===== config.mk =====
export PLATFORM = sky130hd
export DESIGN_NAME = bcd_converter_seq
export DESIGN_NICKNAME = d
export VERILOG_FILES = /design/src/rtl/bcd_converter_seq.sv
export SDC_FILE = /design/constraint.sdc
export NUM_CORES = 1
export LEC_CHECK = 0
export BUFFER_PORTS_ARGS = -buffer_cell sky130_fd_sc_hd__buf_2
export CAP_MARGIN = 20
export CORE_MARGIN = 2
export CORE_UTILIZATION = 45
export DETAILED_ROUTE_END_ITERATION = 16
export PLACE_DENSITY_LB_ADDON = 0.05
export SYNTH_ARGS = -nofsm -noshare
export SYNTH_HDL_FRONTEND = slang
export SYNTH_SLANG_ARGS = --single-unit

===== constraint.sdc =====
create_clock -name i_clk -period 4.85 [get_ports i_clk]
set_input_delay 0.485 -clock i_clk [delete_from_list [all_inputs] [get_ports i_clk]]
set_output_delay 0.485 -clock i_clk [all_outputs]
set_load 0.02 [all_outputs]

===== src/rtl/bcd_converter_seq.sv =====
// Sequential binary-to-BCD converter using shift-and-add-3 (double dabble).
// One iteration per clock. Supports optional two's-complement input, shown
// as sign plus magnitude. Saturates to all nines when the magnitude does not
// fit in DIGITS decimal digits.
module bcd_converter_seq #(
    parameter int WIDTH  = 8,
    parameter int DIGITS = 3,
    parameter int SIGNED = 0
) (
    input  logic                  i_clk,
    input  logic                  i_rst_n,
    input  logic                  i_start,
    input  logic [WIDTH-1:0]      i_binary,
    output logic                  o_busy,
    output logic                  o_done,
    output logic [4*DIGITS-1:0]   o_bcd,
    output logic                  o_sign,
    output logic                  o_overflow
);

    localparam int BW = 4 * DIGITS;
    localparam int CW = (WIDTH > 1) ? $clog2(WIDTH) : 1;
    localparam logic [CW-1:0] LAST_ITER = CW'(WIDTH - 1);

    typedef enum logic {
        IDLE,
        SHIFT
    } state_t;

    state_t          r_state;
    state_t          w_stateNext;

    logic [CW-1:0]   r_count;
    logic [CW-1:0]   w_countNext;
    logic [WIDTH-1:0] r_bin;
    logic [WIDTH-1:0] w_binNext;
    logic [BW-1:0]   r_digits;
    logic [BW-1:0]   w_digitsNext;
    logic            r_ovfSticky;
    logic            w_ovfStickyNext;
    logic            r_signLat;
    logic            w_signLatNext;

    logic [BW-1:0]   r_bcd;
    logic [BW-1:0]   w_bcdNext;
    logic            r_sign;
    logic            w_signNext;
    logic            r_overflow;
    logic            w_overflowNext;
    logic            r_done;
    logic            w_doneNext;

    logic            w_isNeg;
    logic [WIDTH-1:0] w_mag;
    logic [BW-1:0]   w_corr;
    logic [BW-1:0]   w_shiftDigits;
    logic [WIDTH-1:0] w_shiftBin;
    logic            w_ovfAcc;
    logic [BW-1:0]   w_nines;

    // Negating a negative input gives its magnitude; for the most negative
    // value the unsigned reading of the result is still the right magnitude.
    assign w_isNeg = (SIGNED != 0) && i_binary[WIDTH-1];
    assign w_mag   = w_isNeg ? (~i_binary + WIDTH'(1)) : i_binary;

    // Apply the add-3 correction to every digit that is 5 or more, all at once.
    always_comb begin
        w_corr = r_digits;
        for (int i = 0; i < DIGITS; i++) begin
            if (r_digits[4*i +: 4] >= 4'd5) begin
                w_corr[4*i +: 4] = r_digits[4*i +: 4] + 4'd3;
            end
        end
    end

    // The top bit of the corrected digits falls off during the shift. If it is
    // ever set, the value no longer fits.
    assign w_shiftDigits = {w_corr[BW-2:0], r_bin[WIDTH-1]};
    assign w_shiftBin    = r_bin << 1;
    assign w_ovfAcc      = r_ovfSticky | w_corr[BW-1];
    assign w_nines       = {DIGITS{4'h9}};

    // Next-state and datapath updates for the IDLE/SHIFT controller.
    always_comb begin
        w_stateNext     = r_state;
        w_countNext     = r_count;
        w_binNext       = r_bin;
        w_digitsNext    = r_digits;
        w_ovfStickyNext = r_ovfSticky;
        w_signLatNext   = r_signLat;
        w_bcdNext       = r_bcd;
        w_signNext      = r_sign;
        w_overflowNext  = r_overflow;
        w_doneNext      = 1'b0;

        case (r_state)
            IDLE: begin
                if (i_start) begin
                    w_stateNext     = SHIFT;
                    w_countNext     = '0;
                    w_binNext       = w_mag;
                    w_digitsNext    = '0;
                    w_ovfStickyNext = 1'b0;
                    w_signLatNext   = w_isNeg;
                end
            end
            SHIFT: begin
                w_binNext       = w_shiftBin;
                w_digitsNext    = w_shiftDigits;
                w_ovfStickyNext = w_ovfAcc;
                w_countNext     = r_count + CW'(1);
                if (r_count == LAST_ITER) begin
                    w_bcdNext      = w_ovfAcc ? w_nines : w_shiftDigits;
                    w_signNext     = r_signLat;
                    w_overflowNext = w_ovfAcc;
                    w_doneNext     = 1'b1;
                    w_countNext    = '0;
                    w_stateNext    = IDLE;
                end
            end
            default: begin
                w_stateNext = IDLE;
            end
        endcase
    end

    // State and datapath registers. Reset aborts any conversion in progress.
    always_ff @(posedge i_clk or negedge i_rst_n) begin
        if (!i_rst_n) begin
            r_state     <= IDLE;
            r_count     <= '0;
            r_bin       <= '0;
            r_digits    <= '0;
            r_ovfSticky <= 1'b0;
            r_signLat   <= 1'b0;
            r_bcd       <= '0;
            r_sign      <= 1'b0;
            r_overflow  <= 1'b0;
            r_done      <= 1'b0;
        end else begin
            r_state     <= w_stateNext;
            r_count     <= w_countNext;
            r_bin       <= w_binNext;
            r_digits    <= w_digitsNext;
            r_ovfSticky <= w_ovfStickyNext;
            r_signLat   <= w_signLatNext;
            r_bcd       <= w_bcdNext;
            r_sign      <= w_signNext;
            r_overflow  <= w_overflowNext;
            r_done      <= w_doneNext;
        end
    end

    assign o_busy     = (r_state != IDLE);
    assign o_done     = r_done;
    assign o_bcd      = r_bcd;
    assign o_sign     = r_sign;
    assign o_overflow = r_overflow;

endmodule


==> key figures, run 1 <==
Flow run
  • Max cap viols: 0

Floorplanning
  • Die Span X: approximately 70 um
  • Row Count: 23
  • Die area: approximately 0.0047 mm2
  • Core Area: a little over 0.004 mm2
  • Die height: roughly 69 um
  • Initial Util: 0.4677
  • Ports: 27

Power and ir drop
  • VDD IR max: around 240 uV
  • Power density over cell area: 655.0 mW/mm2
  • Leakage: around 1.0 nW

Logic synthesis
  • Post-synth top cells: dfrtp_1, nand2_1, mux2i_1
  • Synth top area cells: dfrtp_1, mux2i_1, ha_1
  • Synth Cell Area: approximately 0.0019 mm2
  • Sequential-to-total area share from yosys stat: 0.5179
  • Synth top area share: 0.5179
  • Most frequent cell after synthesis: dfrtp_1
  • Prevailing post-synth register cell: dfrtp_1
  • Count of cell types in the netlist: 29
  • Largest area contributor in the netlist: dfrtp_1
  • Syn. warnings: 0
  • Synth Area per Inst: about 11 um2
  • Synth Register Bits: 39
  • Syn nets: approximately 200
  • Post-synth EDFFs: 0
  • Post-Syn Instances: about 180
  • Post-synth ARST share: 1.000

Worst setup path
  • Crit Path Class: reg2reg
  • R2R Setup Slk: ~3100 ps
  • Crit-path max FO: 15
  • Data arrival time at the worst-slack endpoint: roughly 2000 ps
  • Worst reg2reg path depth: 5
  • CP endpoint kind: flop
  • CP required: 5030 ps
  • Setup crit start kind: flop
  • FF-to-FF End: o_bcd[9]
  • Worst R2R Start: r_count[0]

Final layout
  • Ant diodes: 0
  • Nets: 220
  • Share of cells above drive strength 1: 0.1683
  • Area delta synth->final: 11.49%
  • Post-Route Utilization: 0.5214

GRT
  • Total GRT Usage: 0.1848
  • Initial antenna violation count: 0
  • Grt ovf: 0
  • Largest net degree at the start of global routing: 40
  • Global-route wire length before repair: 6313 um
  • Vias in the first global route: around 1300

Clock network
  • Post-CTS Setup Inserts: 0
  • Clock latency at the later pin of the worst-skew pair: about 290 ps
  • Max Root-Sink Buffers: 2
  • TritonCTS Buffers: 5
  • Post_cts resized: 0
  • CTS H-Tree Depth: 2
  • Clock slew at reported path FFs: 70 ps
  • # hold bufs at CTS: 0
  • CTS sink cnt: 39
  • Clock root buffer: clkbuf_8
  • CTS tree: done

Worst hold path
  • Hold Path Class: in2async

STA
  • Measured slew at the worst slew-check pin: slightly below 900 ps
  • Setup WS post-layout: between 3000 and 4000 ps
  • Final Hold Viols: 0
  • Worst Clk Skew: between 4 and 5 ps
  • RSZ-0062 raised after global routing: no
  • Peak Freq: ~0.56 GHz
  • Slew Limit Fails: 0
  • Final setup violation count: 0
  • Min Tclk post-route: between 1500 and 2000 ps
  • Relative slew slack: 0.4185
  • Tcrit/Tclk final: 0.3692
  • Total negative slack: 0 ps

Outcome
  • Status: completed

Routing
  • Routed vias/inst: 5.278
  • Initial DRC count: a little under 70
  • Drt total wl: about 3700 um
  • DR WL/cell: approximately 15 um
  • Routed Antenna Nets: 0
  • Drt pass-1 iters: 4
  • Total vias in the final route: 1330
  • DRC violations left: 0

Placement
  • Port bufs: 25
  • RePlAce Congestion: 0.8020
  • DP HPWL: 2595 um
  • Place WS: between 3000 and 4000 ps
==> registers in the layout (all words and copies together), names as in the netlist <==
register,flops
o_done,1
r_count,3
r_ovfSticky,1
r_bin,8
o_bcd,12
r_digits,12
o_busy,1
o_overflow,1
==> where the power goes <==
| group | switching, mW | internal [mW] |
|---|---|---|
| logic | 0.357 | 0.254 |
| registers | 0.0951 | 0.461 |
| clock network | 0.107 | 0.101 |
==> how the worst max path moves through the flow <==
stage,to,cells after the start,start
5_1_grt,o_bcd[11],6,r_count[0]
3_5_place_dp,o_bcd[7],6,r_count[0]
4_1_cts,o_bcd[9],5,r_count[0]
2_1_floorplan,o_bcd[2],6,r_digits[0]
3_3_place_gp,o_bcd[6],5,r_count[0]
6_report,o_bcd[9],5,r_count[0]
==> layout by cell type, fill, tap and decap left out, types with 2 or more instances in the layout <==
master and count:
a31oi_1 5, a22o_1 3, xnor2_1 3, o31ai_1 5
dfrtp_1 39, ha_1 8, nor3b_1 7, o21ai_0 11
and2_1 3, mux2i_1 18, buf_2 25, nand2b_1 4
nand2_1 22, a31o_1 3, a21o_1 3, clkbuf_8 5
inv_1 8, nor2_1 9, clkbuf_1 2, a21oi_1 10
==> area by class of cell <==
cell class | count | area [um2]
fill | 401 | 1928
timing repair buffer | 26 | 132.6
clock buffer | 7 | 76.32
clock inverter | 1 | 5.005
multi-input combinational | 121 | 818.3
tap | 50 | 62.56
sequential | 39 | 975.9
inverter | 8 | 30.03
==> worst max-delay path, stage by stage, from the launching register on <==
cell,delay (ps)
dfrtp_1,400
ha_1,210
ha_1,190
nand2_1,310
inv_1,310
a31o_1,260
==> metal layers <==
layer | routed length [um] | global-route usage | vias up
li1 | - | - | 663
met1 | 1759 | 0.2373 | 633
met2 | 1738 | 0.2981 | 26
met3 | 145 | 0.05032 | 8
met4 | 83 | 0.06863 | 0
met5 | 0 | 0 | -
==> metrics by stage <==
step	power, mW	instance area [um2]	hold slack (ps)	std cells
after floorplan	1.017	1884	189.4	179
after global placement	1.150	2019	458.5	244
after detailed placement	1.182	2019	471.0	244
after CTS	1.398	2101	339.4	252
after global routing	1.503	2101	389.2	252
final	1.376	2101	314.2	252
==> cell families (layout without fill, tap and decap cells) <==
family	count (synthesis)	in the layout	synth area share
compound gates	43	43	0.1448
flops	39	39	0.5179
simple gates	47	47	0.1189
fa+ha+maj	8	8	0.05312
xor+xnor	3	3	0.01395
other cells	1	1	0.001990
buf+inv	19	42	0.04781
mux	19	19	0.1016
(Power assumes the default switching activity.)
==> inputs of run 2 (changes only) <==
- clock period: 4.85 -> 1.74 ns (I/O delays scaled with it)
==> run 2 against run 1 <==
  * Power rose to 3.0 times the previous value
  * Final cell count rose by 2.4%
  * Sequential share of layout area fell by 2.1 points
  * Largest power group unchanged
==> key figures, run 2 (synthesis results as in run 1) <==
Outcome
  • Status: completed

Floorplanning
  • Core Area: 0.004029 mm2 (unchanged)
  • Initial Util: 0.4677 (unchanged)
  • Row Count: 23 (unchanged)
  • Die height: 68.71 um (unchanged)
  • Die area: 0.004721 mm2 (unchanged)
  • Ports: 27 (unchanged)
  • Die Span X: 68.71 um (unchanged)

Worst setup path
  • Crit-path max FO: 10 (-5)
  • Worst R2R Start: r_digits[8]
  • Setup crit start kind: flop
  • R2R Setup Slk: 130 ps (-2930 ps)
  • Data arrival time at the worst-slack endpoint: 1790 ps (-180 ps)
  • CP required: 1920 ps (-3110 ps)
  • FF-to-FF End: o_bcd[10]
  • Crit Path Class: reg2reg
  • CP endpoint kind: flop
  • Worst reg2reg path depth: 5 (unchanged)

STA
  • Total negative slack: 0 ps (unchanged)
  • Worst Clk Skew: 7.471 ps (+3.083 ps)
  • Peak Freq: 0.6201 GHz (+11%)
  • Min Tclk post-route: 1613 ps (-178.0 ps)
  • Final Hold Viols: 0 (unchanged)
  • Relative slew slack: 0.6656 (+0.2471)
  • Final setup violation count: 0 (unchanged)
  • Tcrit/Tclk final: 0.9267 (+0.5576)
  • Slew Limit Fails: 0 (unchanged)
  • Measured slew at the worst slew-check pin: 501.5 ps (-370.7 ps)

Final layout
  • Most frequent cells in the layout: dfrtp_1, buf_2, nand2_1
  • Area delta synth->final: 16.73%
  • Commonest non-fill, non-tap cell in the layout: dfrtp_1
  • Ant diodes: 0 (unchanged)
  • Post-Route Utilization: 0.5460 (+0.02453)
  • Nets: 226 (+2.7%)
  • Share of cells above drive strength 1: 0.2260 (+0.05764)

Clock network
  • CTS H-Tree Depth: 2 (unchanged)
  • TritonCTS Buffers: 5 (unchanged)
  • Max Root-Sink Buffers: 2 (unchanged)
  • CTS tree: done
  • Clock slew at reported path FFs: 80 ps (about the same)
  • Clock latency at the later pin of the worst-skew pair: 290 ps (about the same)
  • CTS sink cnt: 39 (unchanged)
  • Clock root buffer: clkbuf_8

Flow run
  • Max cap viols: 0 (unchanged)

GRT
  • Total GRT Usage: 0.1905 (+0.005729)
  • Global-route wire length before repair: 6430 um (+1.9%)
  • Vias in the first global route: 1396 (+8.3%)
  • Largest net degree at the start of global routing: 40 (unchanged)
  • Grt ovf: 0 (unchanged)
  • Initial antenna violation count: 0 (unchanged)

Routing
  • Initial DRC count: 89 (+31%)
  • Routed vias/inst: 5.345 (+1.3%)
  • DRC violations left: 0 (unchanged)
  • Total vias in the final route: 1379 (+3.7%)
  • DR WL/cell: 14.98 um (+1.3%)
  • Drt pass-1 iters: 4 (unchanged)
  • Drt total wl: 3864 um (+3.7%)
  • Routed Antenna Nets: 0 (unchanged)

Worst hold path
  • Hold Path Class: in2reg
  • Hold_sp: i_binary[0]
  • Hold path endpoint: r_bin[0]
  • Hold Path Stages: 3

Power and ir drop
  • VDD IR max: 788.3 uV (+230%)
  • Power density over cell area: 1890 mW/mm2 (+190%)
  • Leakage: 1.077 nW (+4.2%)

Placement
  • RePlAce Congestion: 0.7614 (-5.1%)
  • Port bufs: 25 (unchanged)
  • DP HPWL: 2638 um (+1.7%)
[run 2: cell types whose count changed in the layout (fill, tap and decap cells not counted), moves of 2 or more]
cell / previous run / this run
buf_4: 1 / 6
a21oi_1: 10 / 8
clkbuf_1: 2 / 0
a21oi_2: 0 / 2
[run 2: layer usage]
layer / GRT usage / wire, um / vias to the layer above
li1: - / - / 674
met4: 0.07353 / 76 / 0
met2: 0.3029 / 1860 / 30
met5: 0 / 0 / -
met1: 0.2420 / 1773 / 666
met3: 0.06006 / 154 / 9
[run 2: power breakdown]
part / leakage, nW / switching, mW / total (mW) / internal, mW
clock network: 0.0612 / 0.326 / 0.790 / 0.464
logic: 0.537 / 1.04 / 1.81 / 0.778
registers: 0.479 / 0.269 / 1.55 / 1.28
[run 2: final cells by class]
class,instances,area (um2)
fillers,386,1829
repair buffers,32,180.2
clock buffers,6,82.58
flip-flops and latches,39,975.9
well taps,50,62.56
multi-input cells,121,833.3
inverters,8,30.03
clock inverters,2,35.03
[run 2: metrics by stage]
stage | hold slack (ps) | instance area [um2] | total power, mW | setup slack [ps] | instances
after CTS | 131.1 | 2181 | 4.116 | 43.09 | 257
after global routing | 158.1 | 2200 | 4.518 | -1.560 | 258
after floorplan | -121.6 | 1884 | 2.836 | 189.7 | 179
after detailed placement | 263.0 | 2049 | 3.309 | -2.641 | 248
final | 131.1 | 2200 | 4.157 | 127.5 | 258
after global placement | 252.8 | 2049 | 3.206 | 140.7 | 248
[run 2: how the worst max path moves through the flow]
stage | to | depth (start not counted) | start
after floorplan | o_bcd[2] | 6 | r_digits[0]
after global placement | o_bcd[2] | 6 | r_digits[0]
after detailed placement | o_bcd[2] | 6 | r_digits[0]
after CTS | o_bcd[2] | 6 | r_digits[0]
after global routing | o_bcd[6] | 5 | r_digits[8]
final | o_bcd[10] | 5 | r_digits[8]
[run 2: what timing repair did]
item	in CTS	in global routing
resized for setup	1	5
buffers inserted	0	1
cloned	0	0
pin swaps	0	1
endpoints found under the setup margin	1	10
hold buffers	1	0
hold endpoints to repair	39	0
[run 2: worst max-delay path: stages, from the launching register on]
cell and delay, ps:
dfrtp_1 430, inv_1 60, ha_1 230, nor2b_1 160, o31a_2 380, a31o_1 230
==> inputs of run 3 (changes only) <==
- CORE_ASPECT_RATIO: not set -> 1.25
==> run 3 against run 2 <==
  * Critical path depth rose by 1
  * Wire length shrank 7.0%
  * Fmax is 0.82% lower
  * Register-to-register slack about the same
  * Combinational power fell by 4%
  * Non-clock buffer count is the same
  * Via count is 1.7% lower
  * Die area barely moved
  * Count of clock-buffer cells in the layout did not move
==> key figures, run 3 (synthesis results as in run 1) <==
Routing
  • Routed vias/inst: 5.176 (-3.2%)
  • Drt total wl: 3592 um (-7.0%)
  • Initial DRC count: 51 (-43%)
  • DRC violations left: 0 (unchanged)
  • DR WL/cell: 13.71 um (-8.5%)
  • Drt pass-1 iters: 4 (unchanged)
  • Total vias in the final route: 1356 (-1.7%)
  • Routed Antenna Nets: 0 (unchanged)

Power and ir drop
  • VDD IR max: 916.8 uV (+16%)
  • Leakage: 1.060 nW (-1.6%)
  • Power density over cell area: 1782 mW/mm2 (-5.7%)

Placement
  • RePlAce Congestion: 0.8201 (+7.7%)
  • Place WS: 41.21 ps (+43.86 ps)
  • Port bufs: 25 (unchanged)
  • DP HPWL: 2566 um (-2.7%)
  • Placed Area: 0.002077 mm2 (+1.3%)

Worst setup path
  • Crit Path Class: reg2reg
  • Largest delay contributor family on the critical path: compound AO/OA/AOI/OAI gates
  • CP cell instances: inv_1 -> ha_1 -> nand2b_1 -> a21oi_1 -> mux2i_1 -> a31o_1
  • CP endpoint kind: flop
  • Crit-path max FO: 4 (-6)
  • R2R Setup Slk: 110 ps (about the same)
  • CP Buf/Inv Count: 1 (unchanged)
  • Max stage delay on crit path: 420 ps (about the same)
  • Setup crit start kind: flop
  • CP required: 1970 ps (+50 ps)
  • Data arrival time at the worst-slack endpoint: 1850 ps (+60 ps)
  • Slowest cell on the critical path: dfrtp_1

Floorplanning
  • Row Count: 26 (+13%)
  • Die area: 0.004725 mm2 (about the same)
  • Core Area: 0.004066 mm2 (+0.93%)
  • Die height: 76.35 um (+11%)
  • Die Span X: 61.88 um (-9.9%)
  • Ports: 27 (unchanged)
  • Initial Util: 0.4634 (-0.004317)

Final layout
  • Area delta synth->final: 15.01%
  • Final Cell Area: 0.002167 mm2 (-1.5%)
  • Commonest non-fill, non-tap cell in the layout: dfrtp_1
  • Nets: 226 (unchanged)
  • Ant diodes: 0 (unchanged)
  • Most frequent cells in the layout: dfrtp_1, buf_2, nand2_1
  • Share of cells above drive strength 1: 0.2039 (-0.02208)
  • Post-Route Utilization: 0.5329 (-0.01304)

STA
  • Final Hold Viols: 0 (unchanged)
  • Min Tclk post-route: 1626 ps (+13.29 ps)
  • Setup WS post-layout: 114.2 ps (-13.29 ps)
  • Final setup violation count: 0 (unchanged)
  • RSZ-0062 raised after global routing: no
  • Peak Freq: 0.6151 GHz (-0.82%)
  • Total negative slack: 0 ps (unchanged)
  • Tcrit/Tclk final: 0.9344 (+0.007638)
  • Fin Hold WS: 140.5 ps (+9.387 ps)
  • Slew Limit Fails: 0 (unchanged)
  • Worst Clk Skew: 4.176 ps (-3.294 ps)

Clock network
  • Clock root buffer: clkbuf_8
  • CTS H-Tree Depth: 2 (unchanged)
  • Clock latency at the later pin of the worst-skew pair: 290 ps (about the same)
  • CTS sink cnt: 39 (unchanged)
  • Max Root-Sink Buffers: 2 (unchanged)
  • Clock slew at reported path FFs: 70 ps (about the same)
  • CTS tree: done
  • TritonCTS Buffers: 5 (unchanged)

Worst hold path
  • Hold Path Class: in2reg

Flow run
  • Max cap viols: 0 (unchanged)

GRT
  • Grt ovf: 0 (unchanged)
  • Largest net degree at the start of global routing: 40 (unchanged)
  • Vias in the first global route: 1288 (-7.7%)
  • Global-route wire length before repair: 6092 um (-5.3%)
  • Total GRT Usage: 0.1746 (-0.01587)
  • Initial antenna violation count: 0 (unchanged)

Outcome
  • Status: completed
## run 3: layout make-up
cell class              count  area, um2
multi-input cells         121      825.8
fillers                   404       1899
inverters                   8      30.03
clock buffers               6      72.57
flip-flops and latches     39      975.9
repair buffers             32      192.7
well taps                  56      70.07
## run 3: power by group
| group | switching, mW | leakage [nW] | internal (mW) | total, mW |
|---|---|---|---|---|
| Combinational | 0.985 | 0.544 | 0.758 | 1.74 |
| Clock | 0.290 | 0.0371 | 0.267 | 0.557 |
| Sequential | 0.274 | 0.479 | 1.29 | 1.56 |
| Total | 1.55 | 1.06 | 2.31 | 3.86 |
## run 3: path summary, 6_finish.rpt
check | from | depth (start not counted) | end
setup reg to reg | r_digits[4] | 6 | o_bcd[6]
setup / recovery | r_digits[4] | 6 | o_bcd[6]
hold / removal | i_binary[0] | 3 | r_bin[0]
hold reg to reg | o_bcd[1] | 2 | o_bcd[1]
max in group asynchronous | i_rst_n | 3 | o_bcd[9]
min in group asynchronous | i_rst_n | 3 | o_bcd[2]
## run 3: metal layers
layer / up-vias / track usage / share of wire
met3: 5 / 0.05942 / 0.040
met2: 31 / 0.2758 / 0.51
met5: - / 0 / 0
met1: 651 / 0.2189 / 0.43
li1: 669 / - / -
met4: 0 / 0.05745 / 0.015
## run 3: timing repair
item,in CTS,in global routing
hold buffers,1,0
hold endpoints to repair,39,0
setup endpoints to repair,0,5
gates resized for setup,0,4
setup buffers,0,0
## run 3: per-stage QoR
| stage | power, mW | std cells |
|---|---|---|
| detailed placement | 3.316 | 255 |
| global placement | 3.226 | 255 |
| global route | 4.227 | 262 |
| finish | 3.861 | 262 |
| CTS | 3.885 | 262 |
| floorplan | 2.836 | 179 |
## run 3: worst register-to-register path, cell delays in order, from the launching register on
cell      delay, ps
dfrtp_1         420
inv_1           100
ha_1            210
nand2b_1         80
a21oi_1         280
mux2i_1         300
a31o_1          170
